<file path="src/rtl/orb_pkg.sv">
// Shared definitions for the orbit frame packer and its serializer.
package orb_pkg;

  // Frame RAM geometry
  localparam int unsigned ORB_WORD_W = 12;
  localparam int unsigned ORB_ADDR_W = 11;

  // Default serializer timing and frame size
  localparam int unsigned ORB_BIT_DIV = 8;
  localparam int unsigned ORB_WORDS   = 2048;
  localparam int unsigned ORB_RD_LAT  = 1;

  // Serializer sequencing states
  typedef enum logic [1:0] {
    StIdle,
    StFetch,
    StLoad,
    StShift
  } orb_state_e;

  // Clock cycles needed to send one complete frame.
  function automatic int unsigned orb_frame_cycles(int unsigned words, int unsigned bit_div);
    return words * ORB_WORD_W * bit_div;
  endfunction

endpackage

</file>
<file path="src/rtl/orb_bit_timer.sv">
// Bit-period timer for the orbit serializer: divides clk into serial bit slots,
// flags the last cycle of each bit, the high half of the bit clock and the
// cycle at which prefetched RAM data is valid.
module orb_bit_timer
  import orb_pkg::*;
#(
  parameter int unsigned BIT_DIV = ORB_BIT_DIV,
  parameter int unsigned RD_LAT  = ORB_RD_LAT
) (
  input  logic clk,
  input  logic rst,
  input  logic run,
  output logic bit_wrap,
  output logic clk_phase,
  output logic latch_stb
);

  localparam int unsigned DivW = (BIT_DIV > 1) ? $clog2(BIT_DIV) : 1;
  localparam logic [DivW-1:0] DivLast = DivW'(BIT_DIV - 1);
  localparam logic [DivW-1:0] DivHalf = DivW'(BIT_DIV / 2);
  localparam logic [DivW-1:0] LatPos  = DivW'(RD_LAT);

  logic [DivW-1:0] div_cnt;

  // Count 0..BIT_DIV-1 while shifting; held at 0 otherwise so each word run
  // starts on a fresh bit boundary.
  always_ff @(posedge clk or negedge rst) begin
    if (!rst) begin
      div_cnt <= '0;
    end else if (!run || (div_cnt == DivLast)) begin
      div_cnt <= '0;
    end else begin
      div_cnt <= div_cnt + 1'b1;
    end
  end

  assign bit_wrap  = run && (div_cnt == DivLast);
  assign clk_phase = run && (div_cnt < DivHalf);
  assign latch_stb = run && (div_cnt == LatPos);

endmodule

</file>
<file path="src/rtl/orb_serializer.sv">
// Orbit frame serializer: on every packer bank toggle, reads the bank just
// completed from the frame RAM and sends it as a gapless MSB-first serial
// stream with bit clock, frame sync on the first bit and a done pulse.
module orb_serializer
  import orb_pkg::*;
#(
  parameter int unsigned BIT_DIV = ORB_BIT_DIV,
  parameter int unsigned WORDS   = ORB_WORDS,
  parameter int unsigned RD_LAT  = ORB_RD_LAT
) (
  input  logic                  clk,
  input  logic                  rst,
  input  logic                  SW,
  input  logic [ORB_WORD_W-1:0] rdData,
  output logic [ORB_ADDR_W-1:0] RdAddr,
  output logic                  RdBank,
  output logic                  orbOut,
  output logic                  orbClk,
  output logic                  frmSync,
  output logic                  busy,
  output logic                  done
);

  localparam int unsigned LatW = (RD_LAT > 1) ? $clog2(RD_LAT) : 1;
  localparam logic [LatW-1:0]       LatLast  = LatW'(RD_LAT - 1);
  localparam logic [ORB_ADDR_W-1:0] LastWord = ORB_ADDR_W'(WORDS - 1);
  localparam logic [3:0]            TopBit   = 4'(ORB_WORD_W - 1);

  orb_state_e            state;
  logic [1:0]            sync_sw;
  logic                  old_sw;
  logic                  sw_edge;
  logic [LatW-1:0]       lat_cnt;
  logic [ORB_WORD_W-1:0] shreg;
  logic [ORB_WORD_W-1:0] hold;
  logic [3:0]            bit_cnt;
  logic [ORB_ADDR_W-1:0] word_cnt;
  logic                  shifting;
  logic                  bit_wrap;
  logic                  clk_phase;
  logic                  latch_stb;

  assign shifting = (state == StShift);

  orb_bit_timer #(
    .BIT_DIV (BIT_DIV),
    .RD_LAT  (RD_LAT)
  ) u_bit_timer (
    .clk       (clk),
    .rst       (rst),
    .run       (shifting),
    .bit_wrap  (bit_wrap),
    .clk_phase (clk_phase),
    .latch_stb (latch_stb)
  );

  // Bring the asynchronous bank select into clk and remember the last settled level.
  always_ff @(posedge clk or negedge rst) begin
    if (!rst) begin
      sync_sw <= 2'b00;
      old_sw  <= 1'b0;
    end else begin
      sync_sw <= {sync_sw[0], SW};
      old_sw  <= sync_sw[1];
    end
  end

  assign sw_edge = (sync_sw[1] != old_sw);

  // Frame sequencer; a bank toggle takes priority over everything, including
  // the final bit of a frame, so an abort never produces a done pulse.
  always_ff @(posedge clk or negedge rst) begin
    if (!rst) begin
      state    <= StIdle;
      RdAddr   <= '0;
      RdBank   <= 1'b0;
      busy     <= 1'b0;
      done     <= 1'b0;
      lat_cnt  <= '0;
      shreg    <= '0;
      hold     <= '0;
      bit_cnt  <= '0;
      word_cnt <= '0;
    end else begin
      done <= 1'b0;
      if (sw_edge) begin
        // The packer just left old_sw; that bank is now complete.
        RdBank  <= old_sw;
        RdAddr  <= '0;
        busy    <= 1'b1;
        lat_cnt <= '0;
        state   <= StFetch;
      end else begin
        unique case (state)
          StIdle: begin
            state <= StIdle;
          end
          StFetch: begin
            if (lat_cnt == LatLast) begin
              state <= StLoad;
            end else begin
              lat_cnt <= lat_cnt + 1'b1;
            end
          end
          StLoad: begin
            shreg    <= rdData;
            bit_cnt  <= TopBit;
            word_cnt <= '0;
            // Point at word 1 now so it is ready well before word 0 runs out.
            RdAddr   <= ORB_ADDR_W'(1);
            state    <= StShift;
          end
          StShift: begin
            if (latch_stb && (bit_cnt == '0)) begin
              hold <= rdData;
            end
            if (bit_wrap) begin
              if (bit_cnt != '0) begin
                shreg   <= {shreg[ORB_WORD_W-2:0], 1'b0};
                bit_cnt <= bit_cnt - 1'b1;
              end else if (word_cnt != LastWord) begin
                shreg    <= hold;
                bit_cnt  <= TopBit;
                word_cnt <= word_cnt + 1'b1;
                // Wraps past WORDS-1 once on the last word; that read is discarded.
                RdAddr   <= RdAddr + 1'b1;
              end else begin
                busy  <= 1'b0;
                done  <= 1'b1;
                state <= StIdle;
              end
            end
          end
        endcase
      end
    end
  end

  // Serial outputs decode registered state only, so they are quiet outside
  // SHIFT (including the FETCH/LOAD gap) and drop at once on reset.
  assign orbOut  = shifting && shreg[ORB_WORD_W-1];
  assign orbClk  = shifting && clk_phase;
  assign frmSync = shifting && (word_cnt == '0) && (bit_cnt == TopBit);

endmodule

</file>
<file path="config.mk">
export PLATFORM = sky130hd
export DESIGN_NAME = orb_serializer
export DESIGN_NICKNAME = d
export VERILOG_FILES = /design/src/rtl/orb_pkg.sv /design/src/rtl/orb_bit_timer.sv /design/src/rtl/orb_serializer.sv
export SDC_FILE = /design/constraint.sdc
export NUM_CORES = 1
export LEC_CHECK = 0
export CORE_MARGIN = 1.5
export CORE_UTILIZATION = 37
export CTS_CLUSTER_DIAMETER = 40
export DETAILED_ROUTE_END_ITERATION = 12
export PLACE_DENSITY = 0.54
export SLEW_MARGIN = 40
export SYNTH_ARGS = -nofsm -noshare
export SYNTH_HDL_FRONTEND = slang
export SYNTH_HIERARCHICAL = 1
export SYNTH_SLANG_ARGS = --single-unit
</file>
<file path="constraint.sdc">
create_clock -name clk -period 3.2 [get_ports clk]
set_clock_uncertainty 0.2 [all_clocks]
set_input_delay 0.8 -clock clk [delete_from_list [all_inputs] [get_ports clk]]
set_output_delay 0.8 -clock clk [all_outputs]
set_load 0.01 [all_outputs]
</file>
## Yosys cells after proc, flatten, opt, wreduce, memory -nomap -nowiden

Index checks and enable logic that the tools add are counted.

- Add/sub/neg operators: 5
- Magnitude comparators: 1
- Bitwise operators: 1
- Equality and inequality tests: 19
- Reduce and logical (&&, ||, !) cells: 25
- Multiplexer cells: 37

Operator list:

| operator | count |
|---|---|
| $mux 11 | 7 |
| $pmux 11 s2 | 2 |
| $mux 12 | 3 |
| $pmux 12 s2 | 1 |
| $add 11x1->11 const B | 2 |
| $reduce_and 4->1 | 4 |
| $mux 1 | 13 |
| $mux 4 | 3 |
| $logic_not 11->1 | 1 |
| $ne 11x11->1 const B | 1 |
| $mux 2 | 5 |
| $ne 3x3->1 const B | 3 |
| $logic_and 1x1->1 | 8 |
| $pmux 2 s4 | 1 |
| $pmux 4 s2 | 1 |
| $reduce_bool 2->1 | 4 |
| $ne 2x2->1 const B | 3 |
| $ne 3x2->1 const B | 2 |
| $reduce_and 5->1 | 1 |
| $eq 2x2->1 const B | 2 |
| $eq 4x4->1 const B | 1 |
| $logic_not 4->1 | 1 |
| $ne 2x1->1 const B | 2 |
| $reduce_bool 4->1 | 1 |
| 16 further kinds | 16 |

- Word-level logic and storage cells: 101
- Register bits after elaboration: 62
- Output and inout port bits: 17

## Logic depth before layout (Yosys ltp)

Gate-level depths: netlist of run 1.

- Depth after elaboration: 6
- Mapped depth: 9
- Gate-level depth less buffers: 8

## Cells and area by module

Netlist of run 1, hierarchy kept.

Modules (own cells, without submodules):

| module | instances | sequential area each (µm²) | area an instance (µm²) | cells an instance |
|---|---|---|---|---|
| orb_serializer | 1 | 1451.4 | 3070.4 | 312 |
| orb_bit_timer | 1 | 75.1 | 172.7 | 13 |

## Worst setup path before layout of run 1

OpenSTA, ideal clock, no wires.

- Path kind: reg2reg
- From: register u_bit_timer.div_cnt[0]
- To: register word_cnt[3]
- Clock period less this slack: 2.475 ns
- Path slack: 0.725 ns
- Required time: 2.931 ns
- Arrival: 2.206 ns
- Stages on the path, launching flop included: 9
- Setup time: 0.069 ns
- Buffers on the path: 0
- Cells stage by stage: dfrtp_1 ha_1 ha_1 and2_2 and2_1 nand2_1 a221o_1 or4_1 nand3_1

- Longest elaborated chain between the ends: 4

Ends and longest elaborated chain:

| what | line | text |
|---|---|---|
| from (decl) | orb_bit_timer.sv:23 | `logic [DivW-1:0] div_cnt;` |
| from (signal assigned) | orb_bit_timer.sv:33 | `div_cnt <= div_cnt + 1'b1;` |
| $eq 3x3->1 | orb_bit_timer.sv:37 | `assign bit_wrap = run && (div_cnt == DivLast);` |
| $logic_and 1x1->1 | orb_bit_timer.sv:37 |  |
| net bit_wrap | orb_serializer.sv:39 | `logic bit_wrap;` |
| $ne 2x1->1 (no source line) | -- |  |
| $reduce_and 5->1 (no source line) | -- |  |
| to (signal assigned) | orb_serializer.sv:124 | `word_cnt <= word_cnt + 1'b1;` |
| to (decl) | orb_serializer.sv:37 | `logic [ORB_ADDR_W-1:0] word_cnt;` |

The timed path passes the listed nets, and every way through them passes these cells.
A chain may end at the register's enable or synchronous reset.

## Final worst setup path of run 1

- From: register bit_cnt[0]
- To: output frmSync

- Longest elaborated chain between the ends: 2

Ends and longest elaborated chain:

| what | line | text |
|---|---|---|
| from (decl) | orb_serializer.sv:36 | `logic [3:0] bit_cnt;` |
| from (signal assigned) | orb_serializer.sv:107 | `bit_cnt <= TopBit;` |
| from (signal assigned) | orb_serializer.sv:120 | `bit_cnt <= bit_cnt - 1'b1;` |
| from (signal assigned) | orb_serializer.sv:123 | `bit_cnt <= TopBit;` |
| $eq 4x4->1 | orb_serializer.sv:143 | `assign frmSync = shifting && (word_cnt == '0) && (bit_cnt == TopBit);` |
| $logic_and 1x1->1 | orb_serializer.sv:143 |  |
| to (decl) | orb_serializer.sv:19 | `output logic frmSync,` |

No other way between the ends.

==> results of run 1 <==
## cell type report
class                           instances  area [sq um]
Clock buffer                           10           138
Clock inverter                          6          62.6
Fill cell                             803          4410
Inverter                                9          33.8
Multi-Input combinational cell        240          1630
Sequential cell                        61          1530
Tap cell                              105           131
Timing Repair Buffer                   43           408
## final timing paths
check                      cells after the start     endpoint  slack, ns
setup reg to reg                               8  word_cnt[8]       0.30
hold reg to reg                                0   sync_sw[1]       0.15
hold / removal                                 0   sync_sw[1]       0.15
max in group asynchronous                      2   bit_cnt[0]       2.27
setup / recovery                               5      frmSync       0.20
min in group asynchronous                      2     hold[11]       0.26
## report_power, final
group / internal (mW) / total [mW] / switching (mW)
logic: 0.290 / 0.601 / 0.311
registers: 0.898 / 0.984 / 0.0859
clock network: 0.378 / 0.694 / 0.316
## logic make-up (layout without fill, tap and decap cells)
kind of cell | count (synthesis) | after routing | synth area share (%)
AO/OA/AOI/OAI | 67 | 67 | 14.9
buffers and inverters | 24 | 68 | 3.20
adder cells (fa/ha/maj) | 12 | 12 | 4.55
AND/OR/NAND/NOR | 136 | 136 | 21.2
flip-flops | 61 | 61 | 47.1
multiplexers | 23 | 23 | 8.56
XOR/XNOR | 2 | 2 | 0.540
## worst max-delay path, stage by stage (launching register included)
cell	delay [ns]
dfrtp_1	0.42
ha_1	0.18
nor4b_2	0.18
nand2_1	0.09
nor4_2	0.19
clkdlybuf4s50_1	0.59
## routing by layer
| metal | wire length (um) | vias to the layer above | global-route usage, % | share of wire, % |
|---|---|---|---|---|
| li1 | - | 1276 | - | - |
| met1 | 3540 | 1277 | 21.3 | 49 |
| met2 | 3340 | 51 | 26.5 | 46 |
| met3 | 263 | 7 | 4.84 | 3.6 |
| met4 | 87 | 0 | 4.46 | 1.2 |
| met5 | 0 | - | 0 | 0 |
## state kept, by name, summed over array words and instances (netlist names), 2 cells and up
name                 cells
RdAddr                  11
bit_cnt                  4
hold                    12
shreg                   12
state                    2
sync_sw                  2
u_bit_timer/div_cnt      3
word_cnt                11
## synth_stat cells (5+ instances only)
library cell,number
and3_1,8
nand2_1,48
a311oi_1,7
a41oi_1,5
a31oi_1,14
nand3_1,18
mux2_4,5
inv_1,9
mux2_2,18
dfrtp_1,61
clkbuf_1,10
nor2_1,23
a21oi_1,11
o21ai_0,10
nor4_1,7
ha_1,11
## cells in the final DEF, fill, tap and decap left out, drive strengths merged, types with 2 or more instances in the layout
master         netlist  final
o211ai               3      3
and3                 8      8
dfrtp               61     61
ha                  11     11
o31ai                2      2
a311oi               7      7
nor3                 4      4
clkdlybuf4s50        0     30
and2                 4      4
clkbuf              10     10
clkinv               0      2
nor2                23     23
a21oi               12     12
nor2b                2      2
a41oi                5      5
a21o                 4      4
inv                  9      9
and3b                2      2
nor3b                3      3
a221o                3      3
a31oi               14     14
o21ai               10     10
nand2               48     48
mux2                23     23
clkinvlp             0      3
or4                  4      4
nand4                4      4
nor4                 7      7
buf                  5     13
or3                  4      4
nand3               18     18
==> run summary, run 1 <==
status -> complete, no violations
FMAX -> 334 MHz
synthesized cell area -> 3240 sq um
pre-CTS WS -> 0.334 ns
core area -> 8340 sq um
CP startpoint -> bit_cnt[0]
final setup vio count -> 0
min-delay worst type -> reg2reg
Area Overhead vs Synth -> 21.3%
Crit. End Element -> output port
die height -> 96.6 um
Max VDD drop -> 0.314 mV
I/O pin count -> 32
Post-CTS Setup Bufs -> 0
number of vias per cell -> 5.51
via count -> 2,611
Synth Area per Inst -> 9.98 sq um
vias in the first global route -> 2,535
Ant. Diodes -> 0
post-route setup slack -> 0.202 ns
Routed WL per cell -> 15.2 um
drc violations -> 0
Seq/Total Area, Yosys -> 47.1%
Arr. time, crit path -> 2.00 ns
Yosys top cell area share -> 47.1%
GPL Wtd Cong -> 0.804
Cells after DPL -> 458
CTS Sinks -> 61
CTS tree -> built
flop and latch count out of synthesis -> 61
All-Layer GR Usage -> 16.3%
Tcrit/Tclk final -> 93.7%
initial antenna violation count -> 0
Post-CTS Hold Fix Bufs -> 0
first-pass GRT wire length -> 12,500 um
row count -> 33
P per Cell Area -> 579 nW/um^2
synth top area cells -> dfrtp_1 47%, mux2_2 6.3%, nand2_1 5.6%
Worst Max-Slew Pin Slew -> 0.834 ns
Final Hold Vio Count -> 0
Iter 0 DRT Violations -> 123
H-tree Lvls -> 3
post-synth cell types -> 50
Chip Width -> 96.6 um
Yosys warning total -> 6
Max Cap Viol -> 0
hpwl dp -> 4760 um
Leak -> 1.64 nW
CTS root buf -> clkbuf_8
drt pass-1 iters -> 4
post-route non-filler standard cell count -> 474
cts repair resizes -> 0
dominant cell type by area after synthesis -> dfrtp_1
ys flop type -> dfrtp_1
share of async-settable or async-resettable flops after synthesis -> 100%
final net count -> 390
Syn Inst Count -> 325
Post-DP Area -> 3720 sq um
crit start category -> flip-flop
I/O Buffers -> 31
Hold Slack -> 0.153 ns
Starting Density -> 38.9%
Die ar. -> 9340 sq um
Final Power -> 2.28 mW
design area -> 3930 sq um
CTS max path bufs -> 2
Syn Nets -> 351
Routed Antenna Nets -> 0
critical path class -> reg2out
Reg clk slew, reported paths -> 0.08 ns
largest net degree at the start of global routing -> 62
fin util -> 47.1%
Max FO, Critical Path -> 5
RR Startpoint -> u_bit_timer/div_cnt[0]
WP data required -> 2.20 ns
RSZ-0062 raised after global routing -> no
layout cells sized above 1 -> 17.1%
Setup TNS -> 0 ns
count of flip-flops with a built-in enable after synthesis -> 0
gr ovfl total -> 0
Period minus WS final -> 3.00 ns
worst hold start -> sync_sw[0]
final wirelength -> 7230 um
max-slew violation count -> 0
TritonCTS Buffers -> 9
Rel. slew slack -> 44.2%
Clk Latency, worst-skew pair -> 0.34 ns
(Power assumes the default switching activity.)
==> inputs of run 2 (changes only) <==
--- a/config.mk
+++ b/config.mk
@@ -9,8 +9,9 @@
 export CORE_UTILIZATION = 37
 export CTS_CLUSTER_DIAMETER = 40
 export DETAILED_ROUTE_END_ITERATION = 12
+export GPL_ROUTABILITY_DRIVEN = 1
 export PLACE_DENSITY = 0.54
-export SLEW_MARGIN = 40
+export SLEW_MARGIN = 20
 export SYNTH_ARGS = -nofsm -noshare
 export SYNTH_HDL_FRONTEND = slang
 export SYNTH_HIERARCHICAL = 1
==> run 2 against run 1 <==
  * Largest cell class unchanged
  * Wire length fell by 1.9%
  * Sequential share of layout area is 0.17 points higher
  * Register-to-register slack about the same
  * Via count is 2.0% lower
  * Sequential power hardly changed
  * Combinational power barely moved
  * Power down 0.42%
  * Sequential cell count is the same
  * Fmax rose by 0.63%
  * Clock-buffer cell count increased by 2
  * Cell area decreased by 0.35%
==> run summary, run 2 (synthesis results as in run 1) <==
status -> complete, no violations (unchanged)
met2 usage -> 25.0% (was 26.5%)
drt pass-1 iters -> 4 (unchanged)
I/O Buffers -> 31 (unchanged)
hold path cells -> 0 (unchanged)
Post-CTS Setup Bufs -> 0 (unchanged)
Leak -> 1.64 nW (about the same)
Period minus WS final -> 2.98 ns (was 3.00 ns)
GR Util met3 -> 4.48% (was 4.84%)
number of vias per cell -> 5.40 (was 5.51)
Final Power -> 2.27 mW (was 2.28 mW)
Setup TNS -> 0 ns (unchanged)
post-route setup slack -> 0.221 ns (was 0.202 ns)
Final Hold Vio Count -> 0 (unchanged)
initial antenna violation count -> 0 (unchanged)
CTS max path bufs -> 2 (unchanged)
hpwl dp -> 4740 um (was 4760 um)
busiest layer in global routing -> met2 (unchanged)
I/O pin count -> 32 (unchanged)
reg2reg path depth -> 8 (unchanged)
biggest regs -> hold x12, shreg x12 (unchanged)
H-tree Lvls -> 3 (unchanged)
Arr. time, crit path -> 1.98 ns (was 2.00 ns)
CTS Sinks -> 61 (unchanged)
Starting Density -> 38.9% (unchanged)
Area Overhead vs Synth -> 20.8% (was 21.3%)
row count -> 33 (unchanged)
Reg clk slew, reported paths -> 0.07 ns (was 0.08 ns)
RSZ-0062 raised after global routing -> no (unchanged)
Max Cap Viol -> 0 (unchanged)
Die ar. -> 9340 sq um (unchanged)
final net count -> 390 (unchanged)
Crit. End Element -> output port (unchanged)
FILL cells -> 811 (was 803)
drc violations -> 0 (unchanged)
Max FO, Critical Path -> 21 (was 5)
Routed Antenna Nets -> 0 (unchanged)
Clk Latency, worst-skew pair -> 0.34 ns (about the same)
FMAX -> 336 MHz (was 334 MHz)
WP data required -> 2.20 ns (about the same)
Worst Max-Slew Pin Slew -> 0.956 ns (was 0.834 ns)
met1 GRT Util -> 21.4% (was 21.3%)
largest net degree at the start of global routing -> 62 (unchanged)
layout cells sized above 1 -> 16.8% (was 17.1%)
core area -> 8340 sq um (unchanged)
All-Layer GR Usage -> 16.1% (was 16.3%)
min-delay worst type -> reg2reg (unchanged)
Rel. slew slack -> 36.2% (was 44.2%)
die height -> 96.6 um (unchanged)
via count -> 2,559 (was 2,611)
Routed WL per cell -> 15.0 um (was 15.2 um)
TritonCTS Buffers -> 9 (unchanged)
final setup vio count -> 0 (unchanged)
GPL Wtd Cong -> 0.804 (unchanged)
max-slew violation count -> 0 (unchanged)
CTS root buf -> clkbuf_8 (unchanged)
first-pass GRT wire length -> 12,200 um (was 12,500 um)
crit start category -> flip-flop (unchanged)
Max VDD drop -> 0.255 mV (was 0.314 mV)
most common cell after layout, fill and taps aside -> dfrtp_1 (unchanged)
P per Cell Area -> 579 nW/um^2 (about the same)
final wirelength -> 7090 um (was 7230 um)
most frequent cells in the layout -> 60 x dfrtp_1, 48 x nand2_1, 30 x clkdlybuf4s50_1 (was 61 x dfrtp_1, 48 x nand2_1, 30 x clkdlybuf4s50_1)
CTS tree -> built (unchanged)
Iter 0 DRT Violations -> 97 (was 123)
Chip Width -> 96.6 um (unchanged)
Ant. Diodes -> 0 (unchanged)
gr ovfl total -> 0 (unchanged)
pre-CTS WS -> 0.325 ns (was 0.334 ns)
Tcrit/Tclk final -> 93.1% (was 93.7%)
vias in the first global route -> 2,460 (was 2,535)
critical path class -> reg2out (unchanged)
-- run 2: repair_timing --
item	4_1_cts	5_1_grt
hold buffers	0	0
resized for setup	0	3
endpoints found under the setup margin	0	1
-- run 2: critical path: stages, from the launching register on --
cell             delay (ns)
dfrtp_1                0.37
ha_1                   0.21
buf_4                  0.24
nor2b_1                0.14
and2_1                 0.13
clkdlybuf4s50_1        0.53
-- run 2: power breakdown --
group | internal (mW) | leakage (nW) | switching [mW]
Clock | 0.379 | 0.0964 | 0.308
Combinational | 0.290 | 0.771 | 0.308
Sequential | 0.899 | 0.769 | 0.0855
Total | 1.57 | 1.64 | 0.701
-- run 2: routing by layer --
| metal | vias up | part of all wire [%] |
|---|---|---|
| met3 | 10 | 3.6 |
| met1 | 1237 | 49 |
| met5 | - | 0 |
| met2 | 37 | 46 |
| li1 | 1275 | - |
| met4 | 0 | 1.2 |
-- run 2: path summary, 6_finish.rpt --
path                            slack (ns)          end              startpoint
worst max register to register        0.30  word_cnt[8]  u_bit_timer/div_cnt[0]
min in group asynchronous             0.25    RdAddr[4]                     rst
max in group asynchronous             2.25   bit_cnt[0]                     rst
worst min register to register        0.15   sync_sw[1]              sync_sw[0]
worst min-delay path                  0.15   sync_sw[1]              sync_sw[0]
worst max-delay path                  0.22       orbClk                state[1]
-- run 2: final cells by class --
cell class              count  area (sq um)  area share, %
well taps                 105           131           3.35
multi-input cells         240          1630           41.5
flip-flops and latches     61          1530           39.0
clock inverters             4          47.5           1.21
repair buffers             43           408           10.4
inverters                   9          33.8          0.862
clock buffers              12           145           3.70
-- run 2: stage by stage --
step                util, %  area, sq um  cells  hold WS, ns
finish                 47.0         3920    474        0.151
global route           47.0         3920    474        0.163
CTS                    46.8         3910    474        0.155
detailed placement     44.5         3710    458        0.138
global placement       44.5         3710    458        0.139
floorplan                 -         3240    325        0.131
==> inputs of run 3 (changes only) <==
--- a/config.mk
+++ b/config.mk
@@ -10,7 +10,7 @@
 export CTS_CLUSTER_DIAMETER = 40
 export DETAILED_ROUTE_END_ITERATION = 12
 export GPL_ROUTABILITY_DRIVEN = 1
-export PLACE_DENSITY = 0.54
+export PLACE_DENSITY = 0.63
 export SLEW_MARGIN = 20
 export SYNTH_ARGS = -nofsm -noshare
 export SYNTH_HDL_FRONTEND = slang
==> run 3 against run 2 <==
  * Non-clock buffer count is 1 higher
  * Clock-buffer cell count grew 2
  * Combinational power grew 2%
  * Via count is 2.3% higher
  * First-iteration DRC count increased by 56%
  * Global-route usage decreased by 0.40 points
  * Critical endpoint is now frmSync
  * Largest cell class unchanged
==> run summary, run 3 (synthesis results as in run 1) <==
Starting Density -> 38.9% (unchanged)
Clk Latency, worst-skew pair -> 0.34 ns (about the same)
min-delay worst type -> reg2reg (unchanged)
Ant. Diodes -> 0 (unchanged)
vias in the first global route -> 2,537 (was 2,460)
status -> complete, no violations (unchanged)
max-slew violation count -> 0 (unchanged)
Routed WL per cell -> 15.0 um (about the same)
WP data required -> 2.20 ns (about the same)
largest net degree at the start of global routing -> 37 (was 62)
CP cell instances -> ha_1 > nor4b_2 > nand2_1 > nor4_2 > clkdlybuf4s50_1 (was ha_1 > buf_4 > nor2b_1 > and2_1 > clkdlybuf4s50_1)
GPL Wtd Cong -> 0.803 (was 0.804)
RSZ-0062 raised after global routing -> no (unchanged)
Setup TNS -> 0 ns (unchanged)
CTS root buf -> clkbuf_8 (unchanged)
via count -> 2,617 (was 2,559)
Max VDD drop -> 0.328 mV (was 0.255 mV)
FMAX -> 337 MHz (was 336 MHz)
I/O pin count -> 32 (unchanged)
Chip Width -> 96.6 um (unchanged)
hpwl dp -> 4780 um (was 4740 um)
Max Cap Viol -> 0 (unchanged)
Arr. time, crit path -> 1.96 ns (was 1.98 ns)
Crit. End Element -> output port (unchanged)
row count -> 33 (unchanged)
critical path class -> reg2out (unchanged)
P per Cell Area -> 568 nW/um^2 (was 579 nW/um^2)
Tcrit/Tclk final -> 92.6% (was 93.1%)
first-pass GRT wire length -> 12,000 um (was 12,200 um)
final wirelength -> 7130 um (was 7090 um)
Max FO, Critical Path -> 5 (was 21)
Rel. slew slack -> 33.6% (was 36.2%)
most frequent cells in the layout -> 61 x dfrtp_1, 48 x nand2_1, 30 x clkdlybuf4s50_1 (was 60 x dfrtp_1, 48 x nand2_1, 30 x clkdlybuf4s50_1)
CTS tree -> built (unchanged)
drt pass-1 iters -> 5 (was 4)
Reg clk slew, reported paths -> 0.06 ns (was 0.07 ns)
Post-CTS Setup Bufs -> 0 (unchanged)
final setup vio count -> 0 (unchanged)
Routed Antenna Nets -> 0 (unchanged)
post-route non-filler standard cell count -> 474 (unchanged)
gr ovfl total -> 0 (unchanged)
biggest regs -> hold x12, shreg x12 (unchanged)
core area -> 8340 sq um (unchanged)
most common cell after layout, fill and taps aside -> dfrtp_1 (unchanged)
Iter 0 DRT Violations -> 151 (was 97)
Period minus WS final -> 2.96 ns (was 2.98 ns)
final net count -> 391 (was 390)
crit start category -> flip-flop (unchanged)
All-Layer GR Usage -> 15.7% (was 16.1%)
number of vias per cell -> 5.52 (was 5.40)
slowest stage delay, CP -> 0.58 ns (was 0.53 ns)
die height -> 96.6 um (unchanged)
layout cells sized above 1 -> 16.8% (unchanged)
Leak -> 1.64 nW (about the same)
CTS max path bufs -> 2 (unchanged)
initial antenna violation count -> 0 (unchanged)
Worst Max-Slew Pin Slew -> 0.996 ns (was 0.956 ns)
Final Hold Vio Count -> 0 (unchanged)
Cells after DPL -> 459 (was 458)
H-tree Lvls -> 3 (unchanged)
Area Overhead vs Synth -> 20.9% (was 20.8%)
I/O Buffers -> 31 (unchanged)
slowest CP cell -> clkdlybuf4s50_1 (unchanged)
Die ar. -> 9340 sq um (unchanged)
drc violations -> 0 (unchanged)
TritonCTS Buffers -> 9 (unchanged)
CTS Sinks -> 61 (unchanged)
## run 3: layout make-up
type | count | area, sq um
clock buffers | 14 | 173
clock inverters | 1 | 5.00
fillers | 800 | 4420
inverters | 9 | 33.8
multi-input cells | 240 | 1640
flip-flops and latches | 61 | 1530
well taps | 105 | 131
repair buffers | 44 | 415
## run 3: worst paths after layout
check,start,endpoint,slack [ns],depth (start not counted)
hold reg to reg,sync_sw[0],sync_sw[1],0.15,0
min in group asynchronous,rst,hold[8],0.29,1
setup / recovery,bit_cnt[0],frmSync,0.24,5
setup reg to reg,u_bit_timer/div_cnt[0],word_cnt[6],0.35,8
max in group asynchronous,rst,word_cnt[4],1.88,2
hold / removal,sync_sw[0],sync_sw[1],0.15,0
## run 3: critical path: cells and delay by family, from the launching register on
family | cells | cell delay (ns)
buffers and inverters | 1 | 0.58
adders and majority gates | 1 | 0.17
and+or+nand+nor | 3 | 0.48
DFF | 1 | 0.40
## run 3: metrics by stage
step,power (mW),area (sq um),hold slack [ns],setup slack [ns],util [%]
4_1_cts,2.23,3900,0.155,0.0274,46.8
2_1_floorplan,1.40,3240,0.131,0.725,-
6_report,2.23,3920,0.152,0.236,47.0
5_1_grt,2.37,3920,0.169,0.0906,47.0
3_5_place_dp,1.60,3720,0.140,0.297,44.6
3_3_place_gp,1.58,3720,0.137,0.340,44.6
## run 3: where the power goes
group | leakage [nW] | switching, mW | internal [mW]
Combinational | 0.777 | 0.310 | 0.302
Clock | 0.0926 | 0.285 | 0.340
Sequential | 0.769 | 0.0907 | 0.899
Total | 1.64 | 0.686 | 1.54
## run 3: repair_timing
item | in CTS | in global routing
endpoints found under the setup margin | 1 | 1
hold buffers | 0 | 0
endpoints found under the hold margin | 0 | 0
gates resized for setup | 1 | 3
cloned | 0 | 0
## run 3: per-layer routing
metal  wire, um  GRT usage (%)  share of wire (%)  up-vias
li1           -              -                  -     1281
met1       3430           21.0                 48     1280
met2       3370           24.8                 47       45
met3        225           3.90                3.2       11
met4        103           5.57                1.4        0
met5          0              0                  0        -
